## src/rtl/div_pkg.sv

```systemverilog
// Shared types and sizing helpers for the sequential restoring divider.
// Imported by the interface, the trial-subtract step and the top level.
package div_pkg;

    typedef enum logic [1:0] {
        IDLE,
        CALC,
        DONE
    } div_state_t;

    localparam int DEFAULT_WORD_WIDTH = 8;

    function automatic int cnt_width(input int word_width);
        return $clog2(word_width);
    endfunction

endpackage

```

## src/rtl/seq_divider_if.sv

```systemverilog
// Request/result handshake bundle between a requester and seq_divider.
// master = requester side, slave = divider side.
interface seq_divider_if
    import div_pkg::*;
#(
    parameter int WORD_WIDTH = DEFAULT_WORD_WIDTH
) ();

    logic                  start_i;
    logic [WORD_WIDTH-1:0] dividend_i;
    logic [WORD_WIDTH-1:0] divisor_i;
    logic                  ready_o;
    logic                  valid_o;
    logic                  ack_i;
    logic [WORD_WIDTH-1:0] quotient_o;
    logic [WORD_WIDTH-1:0] remainder_o;
    logic                  div_zero_o;

    modport master (
        output start_i,
        output dividend_i,
        output divisor_i,
        output ack_i,
        input  ready_o,
        input  valid_o,
        input  quotient_o,
        input  remainder_o,
        input  div_zero_o
    );

    modport slave (
        input  start_i,
        input  dividend_i,
        input  divisor_i,
        input  ack_i,
        output ready_o,
        output valid_o,
        output quotient_o,
        output remainder_o,
        output div_zero_o
    );

endinterface

```

## src/rtl/div_step.sv

```systemverilog
// One restoring-division step: trial subtract of the divisor from the
// shifted partial remainder, keeping the difference when it is non-negative.
module div_step
    import div_pkg::*;
#(
    parameter int WORD_WIDTH = DEFAULT_WORD_WIDTH
) (
    input  logic [WORD_WIDTH:0]   rem_shift_i,
    input  logic [WORD_WIDTH-1:0] divisor_i,
    output logic [WORD_WIDTH-1:0] rem_next_o,
    output logic                  q_bit_o
);

    logic [WORD_WIDTH:0] diff;

    // The extra top bit acts as the borrow/sign of the trial subtract.
    always_comb begin
        diff = rem_shift_i
             + ~{1'b0, divisor_i}
             + {{WORD_WIDTH{1'b0}}, 1'b1};
        q_bit_o = ~diff[WORD_WIDTH];
        if (q_bit_o) begin
            rem_next_o = diff[WORD_WIDTH-1:0];
        end else begin
            rem_next_o = rem_shift_i[WORD_WIDTH-1:0];
        end
    end

endmodule

```

## src/rtl/seq_divider.sv

```systemverilog
// Multi-cycle unsigned restoring divider, one quotient bit per clock.
// Divide-by-zero short-circuits to an all-ones quotient and remainder = dividend.
module seq_divider
    import div_pkg::*;
#(
    parameter int WORD_WIDTH = DEFAULT_WORD_WIDTH
) (
    input logic          clk_i,
    input logic          rst_i,
    seq_divider_if.slave bus
);

    localparam int CNT_W = cnt_width(WORD_WIDTH);
    localparam logic [CNT_W-1:0] CNT_INIT = CNT_W'(WORD_WIDTH - 1);
    localparam logic [CNT_W-1:0] CNT_ONE  = CNT_W'(1);

    div_state_t            state_q, state_d;
    logic [CNT_W-1:0]      cnt_q, cnt_d;
    logic [WORD_WIDTH-1:0] rem_q, rem_d;
    logic [WORD_WIDTH-1:0] q_q, q_d;
    logic [WORD_WIDTH-1:0] dvs_q, dvs_d;
    logic [WORD_WIDTH-1:0] quot_q, quot_d;
    logic [WORD_WIDTH-1:0] remo_q, remo_d;
    logic                  dz_q, dz_d;

    logic [WORD_WIDTH:0]   rem_shift;
    logic [WORD_WIDTH-1:0] step_rem;
    logic                  step_q;
    logic [WORD_WIDTH-1:0] q_shifted;

    assign rem_shift = {rem_q, q_q[WORD_WIDTH-1]};
    assign q_shifted = {q_q[WORD_WIDTH-2:0], step_q};

    div_step #(
        .WORD_WIDTH (WORD_WIDTH)
    ) u_step (
        .rem_shift_i (rem_shift),
        .divisor_i   (dvs_q),
        .rem_next_o  (step_rem),
        .q_bit_o     (step_q)
    );

    always_comb begin
        state_d = state_q;
        cnt_d   = cnt_q;
        rem_d   = rem_q;
        q_d     = q_q;
        dvs_d   = dvs_q;
        quot_d  = quot_q;
        remo_d  = remo_q;
        dz_d    = dz_q;
        unique case (state_q)
            IDLE: begin
                if (bus.start_i) begin
                    dz_d  = 1'b0;
                    dvs_d = bus.divisor_i;
                    if (bus.divisor_i == '0) begin
                        state_d = DONE;
                        quot_d  = '1;
                        remo_d  = bus.dividend_i;
                        dz_d    = 1'b1;
                    end else begin
                        state_d = CALC;
                        rem_d   = '0;
                        q_d     = bus.dividend_i;
                        cnt_d   = CNT_INIT;
                    end
                end
            end
            CALC: begin
                rem_d = step_rem;
                q_d   = q_shifted;
                if (cnt_q == '0) begin
                    state_d = DONE;
                    quot_d  = q_shifted;
                    remo_d  = step_rem;
                end else begin
                    cnt_d = cnt_q - CNT_ONE;
                end
            end
            DONE: begin
                if (bus.ack_i) begin
                    state_d = IDLE;
                end
            end
            default: state_d = IDLE;
        endcase
    end

    always_ff @(posedge clk_i or posedge rst_i) begin
        if (rst_i) begin
            state_q <= IDLE;
            cnt_q   <= '0;
            rem_q   <= '0;
            q_q     <= '0;
            dvs_q   <= '0;
            quot_q  <= '0;
            remo_q  <= '0;
            dz_q    <= 1'b0;
        end else begin
            state_q <= state_d;
            cnt_q   <= cnt_d;
            rem_q   <= rem_d;
            q_q     <= q_d;
            dvs_q   <= dvs_d;
            quot_q  <= quot_d;
            remo_q  <= remo_d;
            dz_q    <= dz_d;
        end
    end

    assign bus.ready_o     = (state_q == IDLE);
    assign bus.valid_o     = (state_q == DONE);
    assign bus.quotient_o  = quot_q;
    assign bus.remainder_o = remo_q;
    assign bus.div_zero_o  = dz_q;

endmodule
```

## src/flat_wrapper.sv

```systemverilog
// flat-port wrapper written by rule: the top's interface ports become plain ports
module seq_divider_flat import div_pkg::*;
#(
    parameter int WORD_WIDTH = DEFAULT_WORD_WIDTH
)
  (clk_i, rst_i, bus_start_i, bus_dividend_i, bus_divisor_i, bus_ack_i, bus_ready_o, bus_valid_o, bus_quotient_o, bus_remainder_o, bus_div_zero_o);
  seq_divider_if #(.WORD_WIDTH(WORD_WIDTH)) bus_i ();
  input logic clk_i;
  input logic rst_i;
  input wire logic [$bits(bus_i.start_i)-1:0] bus_start_i;
  input wire logic [$bits(bus_i.dividend_i)-1:0] bus_dividend_i;
  input wire logic [$bits(bus_i.divisor_i)-1:0] bus_divisor_i;
  input wire logic [$bits(bus_i.ack_i)-1:0] bus_ack_i;
  output wire logic [$bits(bus_i.ready_o)-1:0] bus_ready_o;
  output wire logic [$bits(bus_i.valid_o)-1:0] bus_valid_o;
  output wire logic [$bits(bus_i.quotient_o)-1:0] bus_quotient_o;
  output wire logic [$bits(bus_i.remainder_o)-1:0] bus_remainder_o;
  output wire logic [$bits(bus_i.div_zero_o)-1:0] bus_div_zero_o;
  assign bus_i.start_i = bus_start_i;
  assign bus_i.dividend_i = bus_dividend_i;
  assign bus_i.divisor_i = bus_divisor_i;
  assign bus_i.ack_i = bus_ack_i;
  assign bus_ready_o = bus_i.ready_o;
  assign bus_valid_o = bus_i.valid_o;
  assign bus_quotient_o = bus_i.quotient_o;
  assign bus_remainder_o = bus_i.remainder_o;
  assign bus_div_zero_o = bus_i.div_zero_o;
  seq_divider #(.WORD_WIDTH(WORD_WIDTH)) u_core (.clk_i(clk_i), .rst_i(rst_i), .bus(bus_i));
endmodule
```

## config.mk

```make
export PLATFORM = sky130hd
export DESIGN_NAME = seq_divider_flat
export DESIGN_NICKNAME = d
export VERILOG_FILES = /design/src/rtl/div_pkg.sv /design/src/rtl/seq_divider_if.sv /design/src/rtl/div_step.sv /design/src/rtl/seq_divider.sv /design/src/flat_wrapper.sv
export SDC_FILE = /design/constraint.sdc
export NUM_CORES = 1
export LEC_CHECK = 0
export CAP_MARGIN = 20
export CORE_MARGIN = 1.5
export CORE_UTILIZATION = 35
export DETAILED_ROUTE_END_ITERATION = 10
export DONT_BUFFER_PORTS = 1
export HOLD_SLACK_MARGIN = 0.1
export PLACE_DENSITY = 0.58
export SKIP_CTS_REPAIR_TIMING = 1
export SLEW_MARGIN = 10
export SYNTH_ARGS = -nofsm -noshare
export SYNTH_HDL_FRONTEND = slang
export SYNTH_SLANG_ARGS = --single-unit
```

## constraint.sdc

```tcl
create_clock -name clk_i -period 6.5 [get_ports clk_i]
set_input_delay 1.3 -clock clk_i [delete_from_list [all_inputs] [get_ports clk_i]]
set_output_delay 1.3 -clock clk_i [all_outputs]
set_load 0.05 [all_outputs]
```

==> results.yml, run 1 <==
detailed_routing:
  detailroute.wirelength.met3_um: 316
  antenna_violating_nets_post_route: 0
  top_layer_used: "met4"
  detail_route.drc_violations: 0
  vias_per_cell: 5.17
  detailedRoute.firstIterationViolations: 137
  routed-via-count: 1922
  routed-wl-met2_um: 2790
  finalWirelength_um: 5750
  wirelength_met1_um: 2580
  wire_per_inst_um: 15.5
  first_pass_iters: 4
global_route:
  first_global_vias: 1912
  overall_global_routing_resource_usage_pct: 16.5
  grt_max_degree: 47
  grt-ovfl-total: 0
  antenna_violations_before_repair: 0
  grt_first_pass_wirelength_um: 9690
synthesis:
  ys_dominant_reg_cell: "sky130_fd_sc_hd__dfrtp_1"
  postSynthNetCount: 307
  synth_cell_types: 45
  ys_seq_area_share_pct: 46.6
  netlist_area_um2: 2470
  netlist_instances: 276
  number_of_warnings_printed_during_yosys_synthesis: 0
  post_synth_edffs: 0
  avgSynthCellArea_um2: 8.95
  async_reset_ff_share_pct: 100
  ys_ff_latch: 46
placement:
  total_half_perimeter_wirelength_after_legalization_and_detailed_placement_um: 4120
  gp_congestion: 0.765
  numPortBuffers: 0
timing:
  slew_headroom_pct: 35.4
  period_needed_ps: 3060
  timing.fmax_ghz: 0.326
  finalMaxSlewViolations: 0
  final_layout_setup_total_negative_slack_ps: 0
  timing_hold_violations_final: 0
  finClkSkew_ps: 10.1
  report.final.setup_viol: 0
  worst_margin_slew_ps: 965
  final.period_utilization_pct: 47.1
  timing.hold.ws_ps: 517
  rsz0062_at_grt: "no"
floorplanning:
  coreArea_um2: 6790
  rows: 30
  die_y_um: 87.0
  io_pins: 39
  initial_utilization_pct: 36.4
  die_width_um: 87.0
  floorplan.die_area_um2: 7570
worst_setup_path:
  worst-path-buf-inv: 2
  critical_path_class: "reg2reg"
  timing.critical_path.to_type: "flip-flop"
  path_delay_family: "multiplexers"
  cp_max_fo: 10
  worst_ep_required_time_ps: 6740
  timing.critical_path.arrival_ps: 3310
  max_stage_delay_ps: 510
  crit_path_start_kind: "flip-flop"
  crit_path_top_delay_cell: "sky130_fd_sc_hd__nor2_2"
  timing.critical_path.cells: "inv_1 -> ha_1 -> inv_1 -> fa_1 -> a211oi_1 -> nor3_1 -> mux2i_1 -> nor2_2 -> mux2i_1 -> o22a_1"
finish:
  areaGrowthSynthToFinish_pct: 8.05
  multiInputGateArea_um2: 1200
  fillers: 689
  num-nets-final: 306
  num_antenna_cells: 0
  layout-drive-gt1-share_pct: 8.33
  layout.area.seq_um2: 1150
clocking:
  cts-root-to-sink-buffers: 2
  clkTransAtPathRegs_ps: 100
  tritoncts_num_sinks: 46
  cts_made_buffers: 5
  cts.htree.levels: 2
  clkLatencyLatePin_ps: 310
  root_buffer: "sky130_fd_sc_hd__clkbuf_8"
  tritoncts: "built"
worst_hold_path:
  hold_path_class: "reg2reg"
job:
  max_cap_violations: 0
outcome:
  run_status: "finished clean"
==> cells in the mapped netlist, drive strengths merged (2+ instances only) <==
| cell type | instances | area [um^2] |
|---|---|---|
| a211oi | 2 | 15.0 |
| a31oi | 12 | 75.1 |
| nor3 | 2 | 10.0 |
| o21ai | 21 | 109 |
| mux2i | 4 | 40.0 |
| buf | 6 | 38.8 |
| dfrtp | 46 | 1150 |
| ha | 10 | 125 |
| o211ai | 2 | 15.0 |
| a41oi | 2 | 17.5 |
| nor2 | 36 | 140 |
| mux2 | 3 | 33.8 |
| or4 | 2 | 18.8 |
| nand2b | 4 | 25.0 |
| xnor2 | 3 | 26.3 |
| o22a | 2 | 17.5 |
| nor2b | 2 | 12.5 |
| a211o | 3 | 26.3 |
| clkbuf | 6 | 22.5 |
| inv | 14 | 52.6 |
| nand4b | 2 | 17.5 |
| a21o | 4 | 30.0 |
| xor2 | 2 | 17.5 |
| or2 | 2 | 15.0 |
| nand2 | 47 | 176 |
| and2 | 5 | 33.8 |
| o21a | 2 | 15.0 |
| a21oi | 15 | 75.1 |
| nand3 | 6 | 30.0 |
==> final timing paths <==
check	start	end	slack, ps	depth (start not counted)
setup / recovery	u_core.q_q[7]$_DFFE_PP0P_	u_core.bus.remainder_o[3]$_DFFE_PP0P_	3440	10
hold / removal	u_core.cnt_q[2]$_DFFE_PP0P_	u_core.cnt_q[2]$_DFFE_PP0P_	520	1
setup reg to reg	u_core.q_q[7]$_DFFE_PP0P_	u_core.bus.remainder_o[3]$_DFFE_PP0P_	3440	10
hold reg to reg	u_core.cnt_q[2]$_DFFE_PP0P_	u_core.cnt_q[2]$_DFFE_PP0P_	520	1
max in group asynchronous	rst_i	u_core.dvs_q[3]$_DFFE_PP0P_	5280	2
min in group asynchronous	rst_i	u_core.dvs_q[5]$_DFFE_PP0P_	770	1
==> cell type report <==
| cell class | instances | area share [%] |
|---|---|---|
| multi-input combinational | 204 | 45.1 |
| sequential | 46 | 43.1 |
| tap | 96 | 4.50 |
| clock buffer | 5 | 2.58 |
| inverter | 14 | 1.97 |
| timing repair buffer | 4 | 1.73 |
| clock inverter | 3 | 0.938 |
==> per-layer routing <==
| metal | GRT usage (%) | up-vias |
|---|---|---|
| li1 | - | 954 |
| met3 | 4.36 | 6 |
| met1 | 21.6 | 917 |
| met2 | 26.4 | 45 |
| met4 | 5.57 | 0 |
| met5 | 0 | - |
==> per-stage QoR <==
step	std cells	util [%]	instance area (um^2)	worst slack, ps
after floorplan	276	-	2470	3600
final	372	39.3	2670	3440
after global routing	372	39.3	2670	3150
after global placement	362	37.4	2540	3190
after CTS	370	38.8	2640	3340
after detailed placement	362	37.4	2540	3180
==> cell families (layout without fill, tap and decap cells) <==
| logic type | count (synthesis) | count (layout) | synth area share, % |
|---|---|---|---|
| AND/OR/NAND/NOR | 111 | 111 | 20.3 |
| AO/OA/AOI/OAI | 70 | 70 | 17.9 |
| buffers and inverters | 26 | 26 | 4.61 |
| multiplexers | 7 | 7 | 2.99 |
| adder cells (fa/ha/maj) | 11 | 11 | 5.88 |
| XOR/XNOR | 5 | 5 | 1.77 |
| flip-flops | 46 | 46 | 46.6 |
==> placed cells by master (no fill, tap or decap), types with 3 or more instances in the layout <==
cell / synthesis / routed
sky130_fd_sc_hd__a211o_1: 3 / 3
sky130_fd_sc_hd__a21o_1: 4 / 4
sky130_fd_sc_hd__a21oi_1: 15 / 15
sky130_fd_sc_hd__a31oi_1: 12 / 12
sky130_fd_sc_hd__and2_1: 4 / 4
sky130_fd_sc_hd__clkbuf_8: 0 / 5
sky130_fd_sc_hd__dfrtp_1: 46 / 46
sky130_fd_sc_hd__ha_1: 10 / 10
sky130_fd_sc_hd__inv_1: 14 / 13
sky130_fd_sc_hd__mux2_2: 3 / 3
sky130_fd_sc_hd__mux2i_1: 4 / 4
sky130_fd_sc_hd__nand2_1: 47 / 47
sky130_fd_sc_hd__nand2b_1: 4 / 4
sky130_fd_sc_hd__nand3_1: 6 / 6
sky130_fd_sc_hd__nor2_1: 34 / 34
sky130_fd_sc_hd__o21ai_0: 20 / 20
sky130_fd_sc_hd__xnor2_1: 3 / 3
==> worst reg2reg max path, stage by stage, from the launching register on <==
cell and delay (ps):
sky130_fd_sc_hd__dfrtp_1 390, sky130_fd_sc_hd__inv_1 90, sky130_fd_sc_hd__ha_1 160, sky130_fd_sc_hd__inv_1 50, sky130_fd_sc_hd__fa_1 440, sky130_fd_sc_hd__a211oi_1 390
sky130_fd_sc_hd__nor3_1 130, sky130_fd_sc_hd__mux2i_1 210, sky130_fd_sc_hd__nor2_2 510, sky130_fd_sc_hd__mux2i_1 440, sky130_fd_sc_hd__o22a_1 200
==> registers in the layout, summed over array words and instances, names as in the netlist <==
register and flops:
u_core.bus.quotient_o 8, u_core.bus.remainder_o 8, u_core.dvs_q 8, u_core.q_q 8
u_core.rem_q 8, u_core.cnt_q 3, u_core.state_q 2, u_core.bus.div_zero_o 1
Power of run 1 is not shown: default switching activity piles up to over one toggle a cycle in this logic, so the estimate is an artifact.
==> inputs of run 2 (changes only) <==
PLACE_DENSITY = 0.6   (was 0.58)
clock period = 2.7 ns   (was 6.5 ns; I/O delays follow)
==> results.yml, run 2 (synthesized netlist as in run 1, its figures left out) <==
global_route:
  grt-busiest-layer: "met2"
  antenna_violations_before_repair: 0
  grtUsageMet2_pct: 25.4
  grt-ovfl-total: 0
  grt_max_degree: 31
  grt_first_pass_wirelength_um: 9680
  use_met1_pct: 22.7
  first_global_vias: 1922
  overall_global_routing_resource_usage_pct: 16.6
  grt_use_met3_pct: 4.27
detailed_routing:
  antenna_violating_nets_post_route: 0
  wire_per_inst_um: 15.2
  vias_per_cell: 5.10
  routed-via-count: 1942
  detail_route.drc_violations: 0
  first_pass_iters: 5
  finalWirelength_um: 5780
  detailedRoute.firstIterationViolations: 120
finish:
  fillers: 680
  mostFrequentLayoutCell: "sky130_fd_sc_hd__nand2_1"
  layout_utilization_pct: 40.2
  mostFrequentLayoutCells: "sky130_fd_sc_hd__nand2_1 (47), sky130_fd_sc_hd__dfrtp_1 (46), sky130_fd_sc_hd__nor2_1 (34)"
  layout-drive-gt1-share_pct: 11.6
  num_antenna_cells: 0
  areaGrowthSynthToFinish_pct: 10.6
  num-nets-final: 315
worst_setup_path:
  worst-path-buf-inv: 2
  timing.critical_path.to_type: "flip-flop"
  startpoint_of_the_worst_register_to_register_path: "u_core.q_q[7]$_DFFE_PP0P_"
  regToRegEndpoint: "u_core.bus.remainder_o[1]$_DFFE_PP0P_"
  cp-endpoint: "u_core.bus.remainder_o[1]$_DFFE_PP0P_"
  reg2reg_slack_ps: 260
  timing.critical_path.cells: "inv_1 -> ha_1 -> inv_1 -> fa_1 -> a211oi_2 -> nor3_1 -> mux2i_1 -> nor2_4 -> mux2_2 -> a31oi_1"
  worst-r2r-cell-count: 10
  cp_max_fo: 8
  max_stage_delay_ps: 420
  path_delay_family: "adder cells"
  timing.critical_path.arrival_ps: 2670
  crit_path_top_delay_cell: "sky130_fd_sc_hd__fa_1"
  crit_path_frequent_cell: "sky130_fd_sc_hd__inv_1"
  critical_path_class: "reg2reg"
  crit_path_start_kind: "flip-flop"
  path_length_in_cells_of_the_critical_path: 10
  worst_ep_required_time_ps: 2930
  crit_start: "u_core.q_q[7]$_DFFE_PP0P_"
clocking:
  tritoncts: "built"
  tritoncts_num_sinks: 46
  clkLatencyLatePin_ps: 310
  root_buffer: "sky130_fd_sc_hd__clkbuf_8"
  cts-root-to-sink-buffers: 2
  clkTransAtPathRegs_ps: 90
  cts_made_buffers: 5
  cts.htree.levels: 2
placement:
  total_half_perimeter_wirelength_after_legalization_and_detailed_placement_um: 4310
  numPortBuffers: 0
  gp_congestion: 0.815
job:
  max_cap_violations: 0
timing:
  final_layout_setup_total_negative_slack_ps: 0
  final.period_utilization_pct: 90.5
  report.final.setup_viol: 0
  rsz0062_at_grt: "no"
  timing.fmax_ghz: 0.409
  finalMaxSlewViolations: 0
  worst_margin_slew_ps: 542
  period_needed_ps: 2440
  finClkSkew_ps: 8.96
  timing_hold_violations_final: 0
  slew_headroom_pct: 63.9
outcome:
  run_status: "finished clean"
floorplanning:
  io_pins: 39
  rows: 30
  die_y_um: 87.0
  coreArea_um2: 6790
  floorplan.die_area_um2: 7570
  die_width_um: 87.0
  initial_utilization_pct: 36.4
worst_hold_path:
  hold_path_class: "in2async"
run 2: worst min path at each step:
stage | from | endpoint | slack [ps]
finish | rst_i | u_core.bus.remainder_o[6]$_DFFE_PP0P_ | 80
global route | rst_i | u_core.bus.remainder_o[6]$_DFFE_PP0P_ | 110
CTS | rst_i | u_core.bus.remainder_o[6]$_DFFE_PP0P_ | 90
detailed placement | rst_i | u_core.bus.remainder_o[6]$_DFFE_PP0P_ | 430
global placement | rst_i | u_core.bus.remainder_o[6]$_DFFE_PP0P_ | 420
floorplan | u_core.rem_q[4]$_DFFE_PP0P_ | u_core.rem_q[4]$_DFFE_PP0P_ | 470
run 2: layout make-up:
type	instances	area, um^2	share of cell area, %
Sequential cell	46	1150	42.1
Timing Repair Buffer	13	97.6	3.57
Clock buffer	6	82.6	3.02
Inverter	14	52.6	1.92
Clock inverter	2	12.5	0.458
Tap cell	96	120	4.40
Multi-Input combinational cell	204	1210	44.5
run 2: stage by stage:
stage               setup WS (ps)  instance area [um^2]  hold WS [ps]  std cells
floorplan                     152                  2470           472        276
global placement              146                  2630           425        373
detailed placement           91.1                  2630           432        373
CTS                          86.7                  2720          91.9        381
global route                 13.7                  2730           109        381
finish                        257                  2730          81.0        381
run 2: metal layers:
layer  share of wire [%]  vias up
met5                   0        -
li1                    -      961
met2                  48       40
met4                 2.4        0
met3                 4.6       11
met1                  45      930
Power of run 2 is left out for the same reason.
==> inputs of run 3 (changes only) <==
CAP_MARGIN = unset   (was 20)
CORE_UTILIZATION = 40   (was 35)
PLACE_DENSITY = 0.65   (was 0.6)
SYNTH_HIERARCHICAL = 1   (was unset)
==> results.yml, run 3 <==
clocking:
  clkLatencyLatePin_ps: 300
  root_buffer: "sky130_fd_sc_hd__clkbuf_8"
  cts_made_buffers: 5
  tritoncts_num_sinks: 46
  tritoncts: "built"
  cts.htree.levels: 2
  cts-root-to-sink-buffers: 2
  clkTransAtPathRegs_ps: 90
worst_setup_path:
  timing.critical_path.arrival_ps: 2810
  worst_ep_required_time_ps: 2880
  timing.critical_path.cells: "inv_2 -> ha_4 -> inv_2 -> fa_2 -> a21o_1 -> a21oi_2 -> o31ai_4 -> xor2_4 -> mux2_2 -> mux2i_1 -> a21oi_2"
  crit_path_start_kind: "flip-flop"
  max_stage_delay_ps: 400
  crit_path_top_delay_cell: "sky130_fd_sc_hd__mux2_2"
  critical_path_class: "reg2reg"
  cp_max_fo: 8
  timing.critical_path.to_type: "flip-flop"
timing:
  final.period_utilization_pct: 97.3
  timing_hold_violations_final: 0
  finalMaxSlewViolations: 0
  period_needed_ps: 2630
  report.final.setup_viol: 0
  finClkSkew_ps: 7.70
  final_layout_setup_total_negative_slack_ps: 0
  timing.fmax_ghz: 0.381
  worst_margin_slew_ps: 965
  slew_headroom_pct: 35.6
synthesis:
  async_reset_ff_share_pct: 100
  synth_top_area_share_pct: 46.8
  post_synth_most_frequent_cells: "sky130_fd_sc_hd__dfrtp_1 (46), sky130_fd_sc_hd__nor2_1 (20), sky130_fd_sc_hd__mux2_2 (15), sky130_fd_sc_hd__inv_1 (13), sky130_fd_sc_hd__ha_1 (10)"
  synth_cell_types: 45
  ys_ff_latch: 46
  cell_types_occupying_the_most_area_after_synthesis: "sky130_fd_sc_hd__dfrtp_1 (47%), sky130_fd_sc_hd__mux2_2 (6.9%), sky130_fd_sc_hd__ha_1 (5.1%)"
  postSynthNetCount: 248
  post_synth_edffs: 0
  number_of_warnings_printed_during_yosys_synthesis: 6
  avgSynthCellArea_um2: 11.3
  yosysMostFrequentCell: "sky130_fd_sc_hd__dfrtp_1"
  ys_dominant_reg_cell: "sky130_fd_sc_hd__dfrtp_1"
  ys_seq_area_share_pct: 46.8
  synth_area_leader_cell: "sky130_fd_sc_hd__dfrtp_1"
  netlist_instances: 217
  netlist_area_um2: 2460
placement:
  total_half_perimeter_wirelength_after_legalization_and_detailed_placement_um: 3750
  gp_congestion: 0.808
  numPortBuffers: 0
worst_hold_path:
  hold_path_class: "in2async"
job:
  max_cap_violations: 0
detailed_routing:
  vias_per_cell: 5.60
  first_pass_iters: 4
  antenna_violating_nets_post_route: 0
  detail_route.drc_violations: 0
  wire_per_inst_um: 16.7
  finalWirelength_um: 5130
  detailedRoute.firstIterationViolations: 84
  routed-via-count: 1713
global_route:
  antenna_violations_before_repair: 0
  grt_first_pass_wirelength_um: 8380
  grt_max_degree: 47
  first_global_vias: 1668
  grt-ovfl-total: 0
  overall_global_routing_resource_usage_pct: 17.1
floorplanning:
  die_width_um: 81.4
  die_y_um: 81.4
  floorplan.die_area_um2: 6630
  coreArea_um2: 5920
  io_pins: 39
  initial_utilization_pct: 41.5
  rows: 28
finish:
  multiInputGateArea_um2: 1250
  fillers: 537
  num-nets-final: 261
  num_antenna_cells: 0
  layout.area.seq_um2: 1150
  layout_utilization_pct: 46.8
  mostFrequentLayoutCell: "sky130_fd_sc_hd__dfrtp_1"
  layout-drive-gt1-share_pct: 29.9
  mostFrequentLayoutCells: "sky130_fd_sc_hd__dfrtp_1 (46), sky130_fd_sc_hd__nor2_1 (20), sky130_fd_sc_hd__buf_4 (12), sky130_fd_sc_hd__mux2_2 (12), sky130_fd_sc_hd__inv_1 (10)"
  areaGrowthSynthToFinish_pct: 12.6
outcome:
  run_status: "finished clean"
==> run 3: cell types whose count changed after synthesis, moves of 10 or more <==
cell                      before  now
sky130_fd_sc_hd__nand2_1      47    4
sky130_fd_sc_hd__o21ai_0      20    2
sky130_fd_sc_hd__a31oi_1      12    1
sky130_fd_sc_hd__mux2_2        3   15
sky130_fd_sc_hd__a21oi_1      15    5
sky130_fd_sc_hd__nor2_1       34   20
==> run 3: path summary, 6_finish.rpt <==
kind | cells past startpoint | start | to | slack [ps]
max | 11 | u_core/q_q[7]$_DFFE_PP0P_ | u_core/bus.remainder_o[2]$_DFFE_PP0P_ | 70
min | 1 | rst_i | u_core/dvs_q[4]$_DFFE_PP0P_ | 330
max reg2reg | 11 | u_core/q_q[7]$_DFFE_PP0P_ | u_core/bus.remainder_o[2]$_DFFE_PP0P_ | 70
min reg2reg | 1 | u_core/cnt_q[1]$_DFFE_PP0P_ | u_core/cnt_q[1]$_DFFE_PP0P_ | 500
max in group asynchronous | 1 | rst_i | u_core/rem_q[6]$_DFFE_PP0P_ | 1760
min in group clk_i | 1 | bus_divisor_i[1] | u_core/dvs_q[1]$_DFFE_PP0P_ | 380
==> run 3: cell type report <==
class	instances	area share (%)
clock buffer	7	3.48
timing repair buffer	15	4.47
sequential	46	41.6
tap	75	3.39
clock inverter	1	0.316
inverter	13	1.76
multi-input combinational	149	45.0
==> run 3: critical path, delay by kind of cell, from the launching register on <==
kind	cells	cell delay, ps
compound gates	4	560
xor+xnor	1	280
fa+ha+maj	2	480
buf+inv	2	120
flops	1	390
mux	2	660
==> run 3: stage by stage <==
step	hold WS [ps]	cells	area, um^2	setup slack [ps]
after floorplan	464	217	2460	202
after global placement	474	292	2570	26.7
after detailed placement	479	292	2570	17.7
after CTS	359	300	2680	-24.9
after global routing	357	306	2770	-20.4
final	330	306	2770	72.3
==> run 3: cells by family after synthesis <==
kind of cell	count (synthesis)	share of synthesized area [%]
compound gates	55	18.5
flops	46	46.8
fa+ha+maj	11	5.90
simple gates	53	11.3
mux	25	11.0
xor+xnor	5	2.54
buf+inv	22	4.02
==> run 3: per-layer routing <==
layer	global-route usage [%]	part of all wire [%]	vias up
met1	22.9	46	823
met2	25.5	45	59
met4	5.34	1.4	0
met3	6.44	6.9	7
li1	-	-	824
met5	0	0	-
Power of run 3 is left out for the same reason.
